===== src/rtl/reg_xfer_seq_pkg.sv =====
// ----------------------------------------------------------------------------
// reg_xfer_seq_pkg
// Shared definitions for the register-transfer sequencer:
//   - regSel bus-source and load-source select codes
//   - command opcode encodings
//   - sequencer state encoding (one state per micro-step plus IDLE)
//   - helper functions that map an opcode to its first micro-step and
//     each micro-step to its successor
// ----------------------------------------------------------------------------
package reg_xfer_seq_pkg;

    // Bus (OE) source select codes understood by regSel
    localparam logic [1:0] OE_SRC_USEQ = 2'd0;
    localparam logic [1:0] OE_SRC_OP0  = 2'd1;
    localparam logic [1:0] OE_SRC_OP1  = 2'd2;
    localparam logic [1:0] OE_SRC_OP2  = 2'd3;

    // Load sink select codes understood by regSel
    localparam logic LD_SRC_USEQ = 1'b0;
    localparam logic LD_SRC_OP0  = 1'b1;

    typedef enum logic [1:0] {
        OPC_MOV  = 2'b00,
        OPC_ALU  = 2'b01,
        OPC_SWAP = 2'b10,
        OPC_NOP  = 2'b11
    } opcode_e;

    typedef enum logic [3:0] {
        ST_IDLE,
        ST_M1,
        ST_A1,
        ST_A2,
        ST_A3,
        ST_S1,
        ST_S2,
        ST_S3,
        ST_N1
    } state_e;

    // First micro-step entered when a command is accepted
    function automatic state_e first_step(input opcode_e opc);
        state_e st;
        case (opc)
            OPC_MOV:  st = ST_M1;
            OPC_ALU:  st = ST_A1;
            OPC_SWAP: st = ST_S1;
            default:  st = ST_N1;
        endcase
        return st;
    endfunction

    // Successor of a micro-step; final steps fall back to IDLE
    function automatic state_e next_step(input state_e st);
        state_e nx;
        case (st)
            ST_A1:   nx = ST_A2;
            ST_A2:   nx = ST_A3;
            ST_S1:   nx = ST_S2;
            ST_S2:   nx = ST_S3;
            default: nx = ST_IDLE;
        endcase
        return nx;
    endfunction

endpackage


===== src/rtl/reg_xfer_seq.sv =====
// ----------------------------------------------------------------------------
// reg_xfer_seq
// Multi-cycle sequencer driving the regSel OE/load decoder and the ALU
// operand latches. One command (MOV, ALU, SWAP, NOP) is accepted in IDLE,
// its operand fields are latched, and it is stepped through micro-cycles,
// each enabling at most one bus source and one bus sink.
//
// Ports
//   clk            in   clock, rising edge
//   reset          in   asynchronous active-high reset
//   start          in   command request, sampled only in IDLE
//   opcode         in   00 MOV, 01 ALU, 10 SWAP, 11 NOP
//   op0/op1/op2    in   operand register fields
//   stall          in   freeze the current micro-step
//   oe, load       out  register bus OE / register load enable
//   oeSourceSel    out  0 useq, 1 op0, 2 op1, 3 op2
//   loadSourceSel  out  0 useq, 1 op0
//   useqRegSelOe   out  sequencer-supplied OE register index
//   useqRegSelLoad out  sequencer-supplied load register index
//   op0o/op1o/op2o out  latched operands
//   aluALoad/aluBLoad/aluOe out  ALU operand latch strobes / ALU result OE
//   busy           out  command in progress
//   done           out  final micro-step of a command
// ----------------------------------------------------------------------------
module reg_xfer_seq
    import reg_xfer_seq_pkg::*;
#(
    parameter int REG_W   = 3,
    parameter int TMP_REG = 7
) (
    input  logic             clk,
    input  logic             reset,
    input  logic             start,
    input  logic [1:0]       opcode,
    input  logic [REG_W-1:0] op0,
    input  logic [REG_W-1:0] op1,
    input  logic [REG_W-1:0] op2,
    input  logic             stall,
    output logic             oe,
    output logic             load,
    output logic [1:0]       oeSourceSel,
    output logic             loadSourceSel,
    output logic [REG_W-1:0] useqRegSelOe,
    output logic [REG_W-1:0] useqRegSelLoad,
    output logic [REG_W-1:0] op0o,
    output logic [REG_W-1:0] op1o,
    output logic [REG_W-1:0] op2o,
    output logic             aluALoad,
    output logic             aluBLoad,
    output logic             aluOe,
    output logic             busy,
    output logic             done
);

    localparam logic [REG_W-1:0] TMP_IDX = REG_W'(TMP_REG);

    state_e           state_q, state_d;
    logic [REG_W-1:0] op0_q, op0_d;
    logic [REG_W-1:0] op1_q, op1_d;
    logic [REG_W-1:0] op2_q, op2_d;

    always_ff @(posedge clk or posedge reset) begin
        if (reset) begin
            state_q <= ST_IDLE;
            op0_q   <= '0;
            op1_q   <= '0;
            op2_q   <= '0;
        end else begin
            state_q <= state_d;
            op0_q   <= op0_d;
            op1_q   <= op1_d;
            op2_q   <= op2_d;
        end
    end

    // Operands are captured only when a command is accepted, so a start
    // seen while busy cannot disturb the command in flight.
    always_comb begin
        state_d = state_q;
        op0_d   = op0_q;
        op1_d   = op1_q;
        op2_d   = op2_q;
        if (state_q == ST_IDLE) begin
            if (start) begin
                state_d = first_step(opcode_e'(opcode));
                op0_d   = op0;
                op1_d   = op1;
                op2_d   = op2;
            end
        end else if (!stall) begin
            state_d = next_step(state_q);
        end
    end

    // Micro-step decode. Selects and indices are a function of state only,
    // so they stay put across a stall; only the strobes are suppressed.
    always_comb begin
        oe             = 1'b0;
        load           = 1'b0;
        oeSourceSel    = OE_SRC_USEQ;
        loadSourceSel  = LD_SRC_USEQ;
        useqRegSelOe   = '0;
        useqRegSelLoad = '0;
        aluALoad       = 1'b0;
        aluBLoad       = 1'b0;
        aluOe          = 1'b0;
        done           = 1'b0;
        case (state_q)
            ST_M1: begin
                oe            = 1'b1;
                oeSourceSel   = OE_SRC_OP1;
                load          = 1'b1;
                loadSourceSel = LD_SRC_OP0;
                done          = 1'b1;
            end
            ST_A1: begin
                oe          = 1'b1;
                oeSourceSel = OE_SRC_OP1;
                aluALoad    = 1'b1;
            end
            ST_A2: begin
                oe          = 1'b1;
                oeSourceSel = OE_SRC_OP2;
                aluBLoad    = 1'b1;
            end
            ST_A3: begin
                aluOe         = 1'b1;
                load          = 1'b1;
                loadSourceSel = LD_SRC_OP0;
                done          = 1'b1;
            end
            ST_S1: begin
                oe             = 1'b1;
                oeSourceSel    = OE_SRC_OP0;
                load           = 1'b1;
                useqRegSelLoad = TMP_IDX;
            end
            ST_S2: begin
                oe            = 1'b1;
                oeSourceSel   = OE_SRC_OP1;
                load          = 1'b1;
                loadSourceSel = LD_SRC_OP0;
            end
            ST_S3: begin
                // op1 is reached through the useq index because regSel can
                // only route a load to op0 or to the sequencer-supplied index.
                oe             = 1'b1;
                useqRegSelOe   = TMP_IDX;
                load           = 1'b1;
                useqRegSelLoad = op1_q;
                done           = 1'b1;
            end
            ST_N1: begin
                done = 1'b1;
            end
            default: begin
            end
        endcase
        if (stall) begin
            oe       = 1'b0;
            load     = 1'b0;
            aluALoad = 1'b0;
            aluBLoad = 1'b0;
            aluOe    = 1'b0;
            done     = 1'b0;
        end
    end

    assign busy = (state_q != ST_IDLE);
    assign op0o = op0_q;
    assign op1o = op1_q;
    assign op2o = op2_q;

endmodule


===== config.mk =====
export PLATFORM = sky130hd
export DESIGN_NAME = reg_xfer_seq
export DESIGN_NICKNAME = d
export VERILOG_FILES = /design/src/rtl/reg_xfer_seq_pkg.sv /design/src/rtl/reg_xfer_seq.sv
export SDC_FILE = /design/constraint.sdc
export NUM_CORES = 1
export LEC_CHECK = 0
export BUFFER_PORTS_ARGS = -buffer_cell sky130_fd_sc_hd__buf_4
export CELL_PAD_IN_SITES_DETAIL_PLACEMENT = 0
export CELL_PAD_IN_SITES_GLOBAL_PLACEMENT = 1
export CORE_MARGIN = 8
export CORE_UTILIZATION = 32
export CTS_CLUSTER_DIAMETER = 150
export DETAILED_ROUTE_END_ITERATION = 6
export GPL_ROUTABILITY_DRIVEN = 0
export GPL_TIMING_DRIVEN = 0
export HOLD_SLACK_MARGIN = 0.1
export PLACE_DENSITY_LB_ADDON = 0.1
export SLEW_MARGIN = 20
export SYNTH_ARGS = -nofsm -noshare
export SYNTH_HDL_FRONTEND = slang
export SYNTH_SLANG_ARGS = --single-unit

===== constraint.sdc =====
create_clock -name clk -period 2.1 [get_ports clk]
set_clock_uncertainty 0.15 [all_clocks]
set_input_delay 0.42 -clock clk [delete_from_list [all_inputs] [get_ports clk]]
set_output_delay 0.42 -clock clk [all_outputs]
set_load 0.02 [all_outputs]

Word level (Yosys, flattened, before mapping):

Index checks and enable logic that the tools add are counted.

* output and inout bits: 25
* logic and storage cells: 47
* flip-flop bits (word level): 13

* eq/ne operators: 12
* muxes and demuxes: 21
* reductions and logical operators: 10

Operator list (count)
* 4-bit by 3-bit equality test with 1-bit output, second input constant: 4
* 1-bit 2-to-1 mux: 13
* 4-bit 2-to-1 mux: 3
* 3-bit one-hot mux with 4 select lines: 1
* 4-bit one-hot mux with 3 select lines: 1
* 4-bit by 2-bit equality test with 1-bit output, second input constant: 2
* 2-bit one-hot mux with 3 select lines: 1
* 3-bit one-hot mux with 2 select lines: 1
* 3-bit OR reduction: 2
* 6-bit OR reduction: 1
* 5-bit OR reduction: 1
* 4-bit by 1-bit equality test with 1-bit output, second input constant: 1
* 4-bit equality test, second input constant: 1
* 4-bit logical NOT: 1
* 2-bit AND reduction: 2
* 4-bit nonzero test: 1
* 4-bit OR reduction: 1
* 3-bit 2-to-1 mux: 1
* 2-bit by 1-bit equality test with 1-bit output, second input constant: 1
* 2-bit equality test, second input constant: 1
* 2-bit logical NOT: 1
* 2-bit by 1-bit != test with 1-bit output, second input constant: 1
* 2-bit != test, second input constant: 1

Depth between registers and ports, before layout:

Gate-level depths: netlist (run 1).

* word-level depth: 4
* gate-level depth with buffers: 5
* mapped depth without buffers: 4

Worst setup path after synthesis (run 1):

OpenSTA, ideal clock, no wires.

* path type: register to output
* start point: register state_q[1]
* end point: output aluALoad
* buffers on the path: 1
* cell stages (with the launch flop): 4
* required time: 1.530 ns
* path slack: 0.112 ns
* data arrival time: 1.418 ns
* path through: dfrtp_1 clkbuf_1 nand2b_1 nor4_1

* word-level cells in the longest chain between the ends: 3

RTL lines
* start, declared: RTL line reg_xfer_seq.sv:57 `state_e state_q, state_d;`
* start signal, assigned: RTL line reg_xfer_seq.sv:69 `state_q <= state_d;`
* 4-bit by 2-bit equality test with 1-bit output: RTL line reg_xfer_seq.sv:108 `case (state_q)`
* 1-bit 2-to-1 mux: RTL line reg_xfer_seq.sv:108
* 1-bit 2-to-1 mux: RTL line reg_xfer_seq.sv:159 `if (stall) begin`
* end, declared: RTL line reg_xfer_seq.sv:48 `output logic aluALoad,`

Every way passes these cells.

Final worst setup path (run 1):

* start point: register state_q[0]
* end point: output busy

* word-level cells in the longest chain between the ends: 1

RTL lines
* 4-bit nonzero test: RTL line reg_xfer_seq.sv:169 `assign busy = (state_q != ST_IDLE);`
* end, declared: RTL line reg_xfer_seq.sv:51 `output logic busy,`

Every way passes these cells.

==> results.txt, run 1 <==
Cell count after synthesis -> 85
TritonRoute pass-1 iters -> 4
Post-synth net total -> 100
Number of I/O port buffers -> 39
Most common cell after layout, fill and taps aside -> sky130_fd_sc_hd__buf_4
Tcrit/Tclk final -> 0.9757
HPWL after DPL -> 1640 µm
CP Cell Sequence -> buf_4 > nor4_4 > inv_1 > buf_6
Detailed router's first-iteration violation count -> 33
Via count of the first global-routing pass -> 789
Max-slew violations -> 0
VDD IR max -> 0.0008551 V
Final Core Density -> 0.5240
Clock tree from TritonCTS -> built
Die Outline Area -> 4436 µm²
Number of antenna-violating nets in the routed design -> 0
Overall routing resource usage -> 0.09866
Mean instance size in the synthesized netlist -> 9.642 µm²
Total via count in the routed design -> 781
Y dimension of the die -> 66.61 µm
Data arrival, critical path -> 1480 ps
Element type at the critical path end -> primary output
Worst min-delay path category -> in -> reg
Clock transition at the registers of the reported paths -> 70 ps
# rows -> 18
Type of element launching the critical path -> flip-flop
Post-synthesis cell type count -> 29
Share of post-route cells with drive strength above 1 -> 0.5368
Maximum number of pins on one net before global-route repair -> 14
Final total negative setup slack -> 0 ps
Total Routed Length -> 2161 µm
Maximum level of the CTS H-tree -> 1
Worst Setup Path Type -> reg -> out
Placement Cell Area -> 1150 µm²
Number of inserted filler cells in the final layout -> 224
Setup repair after global routing missed its margin -> true
CTS max path bufs -> 2
Wirelength per Cell -> 13.02 µm
Overflow after GRT -> 0
Nets -> 152
Post-synth design cell area -> 819.5 µm²
Ant diodes -> 0
Post-synthesis sequential element count -> 13
Clock period minus worst slack -> 2049 ps
Outcome -> complete, no violations
Yosys warning total -> 0
Maximum fanout along the worst path -> 5
Total Power -> 2.062 mW
DRC -> 0
Number of CTS-inserted buffers -> 3
Crit path required time -> 1530 ps
Final number of hold-violating endpoints -> 0
Detailed-route vias per instance -> 4.705
Power share of the clock group -> 0.071
Count of endpoints failing setup in the final report -> 0
Least-Margin Pin Slew -> 488.5 ps
P_sw -> 0.8811 mW
Slowest-stage cell, CP -> sky130_fd_sc_hd__nor4_4
Die Width -> 66.61 µm
Core region area -> 2455 µm²
Max_slew headroom -> 0.6739
Latest clock arrival within the worst-skew pair -> 270 ps
Family with the most delay on the worst path -> buffers and inverters
Leakage power figure -> 0.6419 nW
Number of antenna violations at the first check in global routing -> 0
Pint -> 1.181 mW
Starting density of the core -> 0.3338
Register share of total power -> 0.233
Pwr per Cell Area -> 1603 nW/µm²
Proportion of power drawn by combinational gates -> 0.696
CTS root buffer -> sky130_fd_sc_hd__clkbuf_4
Global-route wire length before repair -> 3436 µm
Critical Path Max Stage Delay -> 390 ps
Commonest non-fill, non-tap cells in the layout -> 47 x sky130_fd_sc_hd__buf_4, 11 x sky130_fd_sc_hd__dfrtp_1, 8 x sky130_fd_sc_hd__mux2_4, 7 x sky130_fd_sc_hd__inv_1
Final Instance Area -> 1286 µm²
Synthesis-to-finish area growth -> 56.95%
Top-level I/O count -> 40
Sinks on Clock Net -> 13
Fmax -> 488.0 MHz
Worst hold-check slack -> 228.1 ps
Post-synthesis sequential area ratio -> 0.3969
Count of buffer and inverter cells on the critical path -> 3
Switching portion of total power -> 0.4274
Count of maximum capacitance violations -> 0
## sequential cells by signal, summed over array words and instances (netlist names)
name,count
state_q,4
op0o,3
op2o,3
op1o,3
## metrics by stage
stage          std cells  setup WS, ps
3_5_place_dp         154         55.29
3_3_place_gp         154         63.72
4_1_cts              160         23.15
6_report             166         51.00
5_1_grt              166        -29.53
2_1_floorplan         85         111.6
## cells in the mapped netlist
library cell / instances / share of area
sky130_fd_sc_hd__a21oi_1: 7 / 0.043
sky130_fd_sc_hd__a22oi_1: 1 / 0.0092
sky130_fd_sc_hd__a2bb2oi_1: 1 / 0.011
sky130_fd_sc_hd__a31oi_1: 1 / 0.0076
sky130_fd_sc_hd__and3_1: 1 / 0.0076
sky130_fd_sc_hd__buf_4: 2 / 0.018
sky130_fd_sc_hd__buf_6: 1 / 0.014
sky130_fd_sc_hd__clkbuf_1: 5 / 0.023
sky130_fd_sc_hd__dfrtp_1: 13 / 0.40
sky130_fd_sc_hd__inv_1: 7 / 0.032
sky130_fd_sc_hd__mux2_2: 1 / 0.014
sky130_fd_sc_hd__mux2_4: 8 / 0.15
sky130_fd_sc_hd__mux2i_1: 1 / 0.012
sky130_fd_sc_hd__nand2_1: 2 / 0.0092
sky130_fd_sc_hd__nand2_2: 1 / 0.0076
sky130_fd_sc_hd__nand2b_1: 6 / 0.046
sky130_fd_sc_hd__nand4_1: 1 / 0.0076
sky130_fd_sc_hd__nand4b_1: 1 / 0.011
sky130_fd_sc_hd__nor2_1: 7 / 0.032
sky130_fd_sc_hd__nor2b_1: 2 / 0.015
sky130_fd_sc_hd__nor3_1: 4 / 0.024
sky130_fd_sc_hd__nor4_1: 2 / 0.015
sky130_fd_sc_hd__nor4_4: 1 / 0.026
sky130_fd_sc_hd__nor4b_1: 1 / 0.011
sky130_fd_sc_hd__o21a_1: 1 / 0.0092
sky130_fd_sc_hd__o21ai_0: 4 / 0.024
sky130_fd_sc_hd__o22a_1: 1 / 0.011
sky130_fd_sc_hd__o22ai_1: 1 / 0.0076
sky130_fd_sc_hd__o31ai_1: 1 / 0.0092
## layer usage
metal,part of all wire,up-vias,wire length [µm],track usage
met5,0,-,0,0
met4,0.0074,0,16,0.05600
met3,0.090,2,195,0.03020
met2,0.48,26,1038,0.1529
met1,0.42,353,912,0.1175
li1,-,400,-,-
## worst paths after layout
kind                                             start                endpoint  slack [ps]  cells after the start
worst max-delay path            state_q[0]$_DFFE_PP0P_                    busy          50                      4
min in group asynchronous                        reset     op2o[1]$_DFFE_PP0P_         590                      3
worst max register to register  state_q[0]$_DFFE_PP0P_     op1o[2]$_DFFE_PP0P_         300                      5
max in group asynchronous                        reset  state_q[2]$_DFFE_PP0P_         850                      3
worst min register to register     op0o[2]$_DFFE_PP0P_     op0o[2]$_DFFE_PP0P_         360                      1
worst min-delay path                            op0[0]     op0o[0]$_DFFE_PP0P_         230                      2
## power groups by stage
stage	combinational, mW	clock [mW]	sequential (mW)
floorplan	0.732	0	0.579
global placement	1.27	0	0.482
detailed placement	1.28	0	0.483
CTS	1.33	0.154	0.480
global route	1.56	0.172	0.502
finish	1.43	0.147	0.480
## logic make-up after synthesis
group,after synthesis,synth area share
AO/OA/AOI/OAI,18,0.1313
buffers and inverters,15,0.08702
multiplexers,10,0.1725
flip-flops,13,0.3969
AND/OR/NAND/NOR,29,0.2122
## area by class of cell
class / instances / area, µm² / area share
repair buffers: 47 / 359.1 / 0.2792
clock buffers: 4 / 26.28 / 0.02043
plain buffers: 8 / 67.56 / 0.05253
flip-flops and latches: 13 / 327.8 / 0.2549
multi-input cells: 57 / 441.7 / 0.3434
well taps: 30 / 37.54 / 0.02918
inverters: 7 / 26.28 / 0.02043
## timing repair
| action | 4_1_cts | 5_1_grt |
|---|---|---|
| setup endpoints to repair | 12 | 10 |
| resized for setup | 12 | 8 |
| buffers inserted | 1 | 6 |
| pin swaps | 0 | 1 |
| endpoints found under the hold margin | 13 | 0 |
| hold buffers | 1 | 0 |
Note: power is estimated with default switching activity, not from simulation.
==> run 2: changes to the inputs <==
--- a/config.mk
+++ b/config.mk
@@ -16,7 +16,6 @@
 export GPL_TIMING_DRIVEN = 0
 export HOLD_SLACK_MARGIN = 0.1
 export PLACE_DENSITY_LB_ADDON = 0.1
-export SLEW_MARGIN = 20
 export SYNTH_ARGS = -nofsm -noshare
 export SYNTH_HDL_FRONTEND = slang
 export SYNTH_SLANG_ARGS = --single-unit
==> constraint.sdc (replaced) <==
create_clock -name clk -period 2.1 [get_ports clk]
set_clock_uncertainty 0.15 [all_clocks]
set_input_delay 0.315 -clock clk [delete_from_list [all_inputs] [get_ports clk]]
set_output_delay 0.315 -clock clk [all_outputs]
set_load 0.02 [all_outputs]
==> run 2 against run 1 <==
  * Wire length down 3.7%
  * Worst hold slack worse by 100 ps
  * Combinational power down 8%
  * Sequential power about the same
  * Cell count down 2.4%
  * Sequential share of layout area up 1.1 points
  * Highest routed layer unchanged
==> results.txt, run 2 (synthesis results as in run 1) <==
Outcome -> complete, no violations
Die Width -> 66.61 µm (unchanged)
Synthesis-to-finish area growth -> 50.53%
Total Power -> 1.932 mW (-6.3%)
Nets -> 148 (-2.6%)
Pwr per Cell Area -> 1566 nW/µm² (-2.3%)
Count of maximum capacitance violations -> 0 (unchanged)
Final std cells w/o fill -> 162 (-2.4%)
Starting density of the core -> 0.3338 (unchanged)
Total Routed Length -> 2081 µm (-3.7%)
Overall routing resource usage -> 0.09935 (+0.0006875)
CTS root buffer -> sky130_fd_sc_hd__clkbuf_4
Type of element launching the critical path -> flip-flop
Top-level I/O count -> 40 (unchanged)
Detailed-route vias per instance -> 4.698 (-0.15%)
DRC -> 0 (unchanged)
Worst min-delay path category -> in -> reg
Placement Cell Area -> 1150 µm² (unchanged)
Multi-input combinational cell area -> 430.4 µm² (-2.5%)
Clock period minus worst slack -> 1969 ps (-80.15 ps)
Wirelength per Cell -> 12.85 µm (-1.3%)
Number of I/O port buffers -> 39 (unchanged)
Y dimension of the die -> 66.61 µm (unchanged)
Commonest non-fill, non-tap cells in the layout -> 42 x sky130_fd_sc_hd__buf_4, 11 x sky130_fd_sc_hd__dfrtp_1, 8 x sky130_fd_sc_hd__mux2_4
Leakage power figure -> 0.6183 nW (-3.7%)
Least-Margin Pin Slew -> 485.0 ps (-3.573 ps)
Number of inserted filler cells in the final layout -> 232 (+3.6%)
Element type at the critical path end -> primary output
Setup repair after global routing missed its margin -> false
Die Outline Area -> 4436 µm² (unchanged)
Final number of hold-violating endpoints -> 0 (unchanged)
Register ranked first by flip-flop count -> state_q
Maximum level of the CTS H-tree -> 1 (unchanged)
Ant diodes -> 0 (unchanged)
Share of post-route cells with drive strength above 1 -> 0.4848 (-0.05192)
Final total negative setup slack -> 0 ps (unchanged)
Fmax -> 507.9 MHz (+4.1%)
Number of CTS-inserted buffers -> 3 (unchanged)
Clock tree from TritonCTS -> built
Final Instance Area -> 1234 µm² (-4.1%)
Crit path required time -> 1630 ps (+100 ps)
HPWL after DPL -> 1640 µm (unchanged)
Number of antenna violations at the first check in global routing -> 0 (unchanged)
Overflow after GRT -> 0 (unchanged)
Data arrival, critical path -> 1500 ps (+20 ps)
Maximum fanout along the worst path -> 10 (+5)
Detailed router's first-iteration violation count -> 26 (-21%)
Max_slew headroom -> 0.6763 (+0.002385)
Count of endpoints failing setup in the final report -> 0 (unchanged)
Global-route wire length before repair -> 3470 µm (+0.99%)
Most common cell after layout, fill and taps aside -> sky130_fd_sc_hd__buf_4
Hold Path Stages -> 2 (unchanged)
Number of antenna-violating nets in the routed design -> 0 (unchanged)
Worst Setup Path Type -> reg -> out
VDD IR max -> 0.0008523 V (-0.33%)
Via count of the first global-routing pass -> 789 (unchanged)
Final Core Density -> 0.5025 (-0.02141)
# rows -> 18 (unchanged)
Core region area -> 2455 µm² (unchanged)
Tcrit/Tclk final -> 0.9375 (-0.03817)
Max FFs per register -> 4 (unchanged)
Latest clock arrival within the worst-skew pair -> 260 ps (about the same)
CTS max path bufs -> 2 (unchanged)
Count of cells along the worst register-to-register path -> 4 (-1)
FF/Latch Area -> 327.8 µm² (unchanged)
Max-slew violations -> 0 (unchanged)
TritonRoute pass-1 iters -> 4 (unchanged)
Maximum number of pins on one net before global-route repair -> 14 (unchanged)
Placed instance count -> 154 (unchanged)
Total via count in the routed design -> 761 (-2.6%)
Sinks on Clock Net -> 13 (unchanged)
Clock transition at the registers of the reported paths -> 70 ps (about the same)
[run 2: worst max-delay path: stages, from the launching register on]
cell and delay, ps:
sky130_fd_sc_hd__dfrtp_1 420, sky130_fd_sc_hd__clkbuf_2 220, sky130_fd_sc_hd__nor2b_4 190, sky130_fd_sc_hd__a22oi_1 110, sky130_fd_sc_hd__a21oi_1 150, sky130_fd_sc_hd__buf_4 160
[run 2: metal layers]
metal,up-vias,share of wire,global-route usage
li1,393,-,-
met1,340,0.44,0.1205
met2,26,0.46,0.1517
met3,2,0.092,0.03020
met4,0,0.0077,0.05600
met5,-,0,0
[run 2: final timing paths]
kind / from / end / slack [ps]
max: state_q[1]$_DFFE_PP0P_ / done / 130
min: op0[0] / op0o[0]$_DFFE_PP0P_ / 120
max reg2reg: state_q[2]$_DFFE_PP0P_ / op1o[2]$_DFFE_PP0P_ / 320
min reg2reg: op0o[2]$_DFFE_PP0P_ / op0o[2]$_DFFE_PP0P_ / 360
max in group asynchronous: reset / state_q[2]$_DFFE_PP0P_ / 960
min in group asynchronous: reset / op2o[1]$_DFFE_PP0P_ / 490
[run 2: area by class of cell]
cell class | instances | share of cell area
Timing Repair Buffer | 43 | 0.2677
Multi-Input combinational cell | 57 | 0.3489
Tap cell | 30 | 0.03043
Buffer | 8 | 0.04462
Clock buffer | 4 | 0.02130
Sequential cell | 13 | 0.2657
Inverter | 7 | 0.02130
[run 2: through the flow]
stage                     setup WS (ps)  hold WS (ps)
after detailed placement          160.3         219.9
after CTS                         30.20         114.5
final                             131.1         123.8
after floorplan                   216.6         41.96
after global placement            168.7         233.7
after global routing              1.400         103.6
[run 2: power by group]
group | total (mW) | internal [mW] | switching [mW] | leakage, nW
clock network | 0.144 | 0.0734 | 0.0710 | 0.0150
registers | 0.479 | 0.376 | 0.103 | 0.155
logic | 1.31 | 0.637 | 0.671 | 0.449
[run 2: repair_timing]
item	in CTS	in global routing
endpoints found under the hold margin	13	2
buffers inserted	0	1
pin swaps	0	0
gates resized for setup	5	8
setup endpoints to repair	9	8
hold buffers	1	2
